## src/rtl/apb_timer_multi.sv

```systemverilog
// rtl/apb_timer_multi.sv - multi-channel APB timer with prescaler, compare, one-shot and W1C status
module apb_timer_multi #(
  parameter int APB_ADDR_WIDTH = 12,
  parameter int N_TIMERS       = 4,
  parameter int TIMER_WIDTH    = 32
) (
  input  logic                      HCLK,
  input  logic                      HRESETn,
  input  logic [APB_ADDR_WIDTH-1:0] PADDR,
  input  logic [31:0]               PWDATA,
  input  logic                      PWRITE,
  input  logic                      PSEL,
  input  logic                      PENABLE,
  output logic [31:0]               PRDATA,
  output logic                      PREADY,
  output logic                      PSLVERR,
  output logic [N_TIMERS-1:0]       irq_o
);

  logic [3:0] ch_sel;
  logic [1:0] reg_sel;
  logic       ch_valid;
  logic       access;
  logic       wr_en;
  logic       rd_en;
  logic [N_TIMERS-1:0][31:0] rd_data;
  logic       unused_bits;

  assign ch_sel   = PADDR[7:4];
  assign reg_sel  = PADDR[3:2];
  assign ch_valid = ({1'b0, ch_sel} < 5'(N_TIMERS));
  assign access   = PSEL & PENABLE;
  assign wr_en    = access & PWRITE & ch_valid;
  assign rd_en    = access & ~PWRITE & ch_valid;
  assign PREADY   = 1'b1;
  assign PSLVERR  = access & ~ch_valid;
  assign unused_bits = ^{PADDR, PWDATA};

  for (genvar c = 0; c < N_TIMERS; c++) begin : g_ch
    logic [TIMER_WIDTH-1:0] count_q, count_d, cmp_q, cmp_d;
    logic [7:0] presc_q, presc_d, presc_cnt_q, presc_cnt_d;
    logic en_q, en_d, oneshot_q, oneshot_d, ovf_ie_q, ovf_ie_d, cmp_ie_q, cmp_ie_d;
    logic ovf_q, ovf_d, cmpf_q, cmpf_d;
    logic wr_sel, tick, cmp_evt, ovf_evt;

    assign wr_sel  = wr_en && (ch_sel == 4'(c));
    assign tick    = en_q && (presc_cnt_q == presc_q);
    assign cmp_evt = tick && (cmp_q != '0) && (count_q == cmp_q);
    assign ovf_evt = tick && (count_q == '1);

    always_comb begin
      count_d     = count_q;
      cmp_d       = cmp_q;
      presc_d     = presc_q;
      presc_cnt_d = presc_cnt_q;
      en_d        = en_q;
      oneshot_d   = oneshot_q;
      ovf_ie_d    = ovf_ie_q;
      cmp_ie_d    = cmp_ie_q;
      ovf_d       = ovf_q;
      cmpf_d      = cmpf_q;

      if (!en_q || tick) presc_cnt_d = 8'd0;
      else               presc_cnt_d = presc_cnt_q + 8'd1;

      if (tick) begin
        if (cmp_evt || ovf_evt) count_d = '0;
        else                    count_d = count_q + TIMER_WIDTH'(1);
      end
      if (cmp_evt) begin
        cmpf_d = 1'b1;
        if (oneshot_q) en_d = 1'b0;
      end
      if (ovf_evt) ovf_d = 1'b1;

      // Bus writes override the tick update; W1C still loses to a same-cycle set.
      if (wr_sel) begin
        case (reg_sel)
          2'd0: count_d = PWDATA[TIMER_WIDTH-1:0];
          2'd1: begin
            en_d        = PWDATA[0];
            oneshot_d   = PWDATA[1];
            ovf_ie_d    = PWDATA[2];
            cmp_ie_d    = PWDATA[3];
            presc_d     = PWDATA[15:8];
            presc_cnt_d = 8'd0;
          end
          2'd2: begin
            cmp_d       = PWDATA[TIMER_WIDTH-1:0];
            count_d     = '0;
            presc_cnt_d = 8'd0;
          end
          default: begin
            ovf_d  = (ovf_q & ~PWDATA[0]) | ovf_evt;
            cmpf_d = (cmpf_q & ~PWDATA[1]) | cmp_evt;
          end
        endcase
      end
    end

    always_ff @(posedge HCLK) begin
      if (!HRESETn) begin
        count_q     <= '0;
        cmp_q       <= '0;
        presc_q     <= 8'd0;
        presc_cnt_q <= 8'd0;
        en_q        <= 1'b0;
        oneshot_q   <= 1'b0;
        ovf_ie_q    <= 1'b0;
        cmp_ie_q    <= 1'b0;
        ovf_q       <= 1'b0;
        cmpf_q      <= 1'b0;
      end else begin
        count_q     <= count_d;
        cmp_q       <= cmp_d;
        presc_q     <= presc_d;
        presc_cnt_q <= presc_cnt_d;
        en_q        <= en_d;
        oneshot_q   <= oneshot_d;
        ovf_ie_q    <= ovf_ie_d;
        cmp_ie_q    <= cmp_ie_d;
        ovf_q       <= ovf_d;
        cmpf_q      <= cmpf_d;
      end
    end

    assign irq_o[c] = (ovf_q & ovf_ie_q) | (cmpf_q & cmp_ie_q);

    always_comb begin
      case (reg_sel)
        2'd0:    rd_data[c] = 32'(count_q);
        2'd1:    rd_data[c] = {16'd0, presc_q, 4'd0, cmp_ie_q, ovf_ie_q, oneshot_q, en_q};
        2'd2:    rd_data[c] = 32'(cmp_q);
        default: rd_data[c] = {30'd0, cmpf_q, ovf_q};
      endcase
    end
  end

  always_comb begin
    PRDATA = 32'd0;
    if (rd_en) begin
      for (int c = 0; c < N_TIMERS; c++) begin
        if (ch_sel == 4'(c)) PRDATA = rd_data[c];
      end
    end
  end

endmodule

```

## config.mk

```make
export PLATFORM = sky130hd
export DESIGN_NAME = apb_timer_multi
export DESIGN_NICKNAME = d
export VERILOG_FILES = /design/src/rtl/apb_timer_multi.sv
export SDC_FILE = /design/constraint.sdc
export NUM_CORES = 1
export LEC_CHECK = 0
export ABC_CLOCK_PERIOD_IN_PS = 3200
export BUFFER_PORTS_ARGS = -buffer_cell sky130_fd_sc_hd__buf_2
export CAP_MARGIN = 0
export CORE_ASPECT_RATIO = 1.2
export CORE_MARGIN = 3
export CORE_UTILIZATION = 55
export CTS_CLUSTER_SIZE = 30
export DETAILED_ROUTE_END_ITERATION = 6
export PLACE_DENSITY = 0.72
export SETUP_SLACK_MARGIN = 0.05
export SYNTH_ARGS = -nofsm -noshare
export SYNTH_HDL_FRONTEND = slang
export SYNTH_SLANG_ARGS = --single-unit
```

## constraint.sdc

```tcl
create_clock -name HCLK -period 3.2 [get_ports HCLK]
set_input_delay 0.16 -clock HCLK [delete_from_list [all_inputs] [get_ports HCLK]]
set_output_delay 0.16 -clock HCLK [all_outputs]
set_load 0.01 [all_outputs]
```

==> metrics.cfg <==
[critical_path]
path_class=in -> out
crit_path_max_incr_delay_ns=0.66
cp-start-kind=primary input
cpMostUsedCell=buf_2
cp.arrival_ns=2.56
timing.rr.end=g_ch[2].count_q[26]$_SDFF_PN0_
cp_slowest_cell=nand2_1
ff2ff_path_depth=6
required_ns=3.04
worst-path-max-fanout=17
timing.critical_path.from=PADDR[4]
r2r-start=g_ch[2].count_q[12]$_SDFF_PN0_
endpoint_kind=output port
crit_chain=buf_2 > nor2b_1 > nand2_1 > nor2_1 > a21oi_1 > a211oi_1 > buf_2
ff2ff_setup_slack_ns=0.51

[global_route]
grt_pass1_wl_mm=114.4
gr-total-overflow=0
grt_use_total=0.4079
grt_start_max_net_pins=120
antenna_found_initial=0
grt_pass1_vias=18035

[die]
rows=74
io_pins=87
die_w_microns=176.3
start_util=0.5604
die_y_microns=210.4
die-area_sq_um=37100
design.core.area_sq_um=34170

[clock_tree]
numCtsBuffers=38
clock-sinks=344
cts_hold_buf=15
insertion_delay_ns=0.55
cts_resized=0
post-cts-setup-buffers=0
cts_buffer_depth=3
clkTransAtPathRegs_ns=0.06
htree_levels=2
cts_tree=done
clock-root-buffer=clkbuf_16

[sta]
slew_viol_final=0
clock_skew_ns=0.01861
grt_setup_unrepaired=false
clock.fmax_mhz=367.8
setup_viol=0
fin_crit_sh=0.8496
fin_crit_ns=2.719
relSlewSlack=0.4877
hold_viol_final=0
worstMarginPinSlew_ns=0.7669
timing.final.ws_setup_ns=0.4813
fin_tns_setup_ns=0

[placed_design]
pre_cts_slack_ns=0.5329
hpwl_mm=56.89
gp_congestion=1.052
port-buffer-count=79

[layout]
n_antenna_cell=0
num-fill-cells=3079
seqCellArea_sq_um=6887
drive_above_1_share=0.1019
finish.utilization=0.6267
areaGrowthSynthToFinish_pct=11.83
layout.nets=2537
multi_input_area_sq_um=11360

[synth]
synth_seq_cells=344
async_flop_share=0
synth_most_common_cell=nand2_1
synth_area_sq_um=19150
yosys_warnings=0
synth_top_area_cell=dfxtp_1
synth_area_leaders=dfxtp_1 36%, nand2_1 8.4%, xor2_1 6.9%
synth-edff-count=0
synth.distinct_cells=73
synthFlopType=dfxtp_1
yosysSeqAreaShare=0.3597
synthesis.nets=2530
yosys-top-cells-count=431 x nand2_1, 344 x dfxtp_1, 252 x a21oi_1
syn-instance-count=2469
synth_top_area_frac=0.3597
syn_avg_cell_area_sq_um=7.755

[outcome]
outcome=finished, violations left
violations=design-rule violations

[pwr]
ir_drop_v=0.0004617
total_power_mw=9.354
p_per_area_nw_per_um2=436.8
p_leak_nw=7.321

[routing]
postRouteAntennaNets=0
drtIter0Drc=2752
drt_first_pass_iters=7
wire_per_inst_microns=26.51
viasPerCell=6.710
vias=19847
drc=5
drt-total-wl_mm=78.42

[worst_hold_path]
hold_start=HRESETn
hold_class=in -> reg
holdPathEnd=g_ch[1].count_q[31]$_SDFF_PN0_
whs_path_depth=3

[job]
cap_violations=0

worst max-delay path: cells and delay by family:
family / cells / cell delay, ns
AND/OR/NAND/NOR: 3 / 1.54
AO/OA/AOI/OAI: 2 / 0.43
buffers and inverters: 2 / 0.41
cell families (layout without fill, tap and decap cells):
| group | after synthesis | count (layout) | share of synthesized area |
|---|---|---|---|
| and+or+nand+nor | 964 | 964 | 0.2418 |
| muxes | 8 | 8 | 0.004313 |
| AOI/OAI and AO/OA | 622 | 622 | 0.2077 |
| other | 1 | 1 | 0.0001959 |
| xor gates and xnor gates | 282 | 282 | 0.1290 |
| buffers and inverters | 236 | 269 | 0.04953 |
| DFF | 344 | 344 | 0.3597 |
| adders and majority gates | 12 | 12 | 0.007841 |
how the worst max path moves through the flow:
stage / depth (start not counted) / to
5_1_grt: 6 / g_ch[2].count_q[26]$_SDFF_PN0_
6_report: 7 / PRDATA[30]
2_1_floorplan: 8 / g_ch[3].count_q[10]$_SDFF_PN0_
3_5_place_dp: 6 / g_ch[2].count_q[26]$_SDFF_PN0_
4_1_cts: 6 / g_ch[2].count_q[26]$_SDFF_PN0_
3_3_place_gp: 7 / g_ch[3].count_q[12]$_SDFF_PN0_
flip-flops by register name, summed over array words and instances (netlist names):
| signal | flops |
|---|---|
| g_ch.cmp_ie_q | 4 |
| g_ch.presc_cnt_q | 32 |
| g_ch.ovf_ie_q | 4 |
| g_ch.ovf_q | 4 |
| g_ch.en_q | 4 |
| g_ch.count_q | 128 |
| g_ch.oneshot_q | 4 |
| g_ch.cmp_q | 128 |
| g_ch.cmpf_q | 4 |
| g_ch.presc_q | 32 |
cell type report:
type,count,share of cell area
tap,456,0.02665
multi-input combinational,1889,0.5306
clock inverter,15,0.007538
sequential,344,0.3216
clock buffer,51,0.05049
inverter,28,0.005142
timing repair buffer,175,0.05797
per-layer routing:
layer  routed length [microns]  up-vias  track usage
li1                          -     8935            -
met5                         0        -            0
met4                      6249        0       0.2666
met2                     32850     1259       0.5892
met3                      7954      278      0.06739
met1                     31360     9375       0.5617
power breakdown:
group          total, mW  internal [mW]  leakage [nW]  switching, mW
Clock               4.49           2.62         0.622           1.87
Combinational      0.569          0.131          3.93          0.439
Sequential          4.29           4.29          2.77        0.00770
layout by cell type, fill, tap and decap left out, types with 10 or more instances in the layout:
cell / instances
a211oi_1: 25
a21oi_1: 252
a221oi_1: 29
a222oi_1: 10
a22o_1: 15
a22oi_1: 82
and2_1: 10
and3_1: 36
and4_1: 11
buf_2: 79
buf_4: 74
clkbuf_16: 39
dfxtp_1: 344
dlygate4sd3_1: 15
inv_1: 27
nand2_1: 431
nand3_1: 164
nand4_1: 73
nor2_1: 96
nor3_1: 27
nor4_1: 67
o21ai_0: 38
o22ai_1: 113
o31a_1: 12
o41ai_1: 10
xnor2_1: 132
xor2_1: 150
per-stage QoR:
step,area [sq um],hold slack [ns],instances
2_1_floorplan,19150,0.2960,2469
3_3_place_gp,20020,0.4632,2877
3_5_place_dp,20020,0.4734,2877
4_1_cts,21410,0.002924,2958
5_1_grt,21410,0.01131,2958
6_report,21410,0.02452,2958
Power figures use the tool's default switching activity.
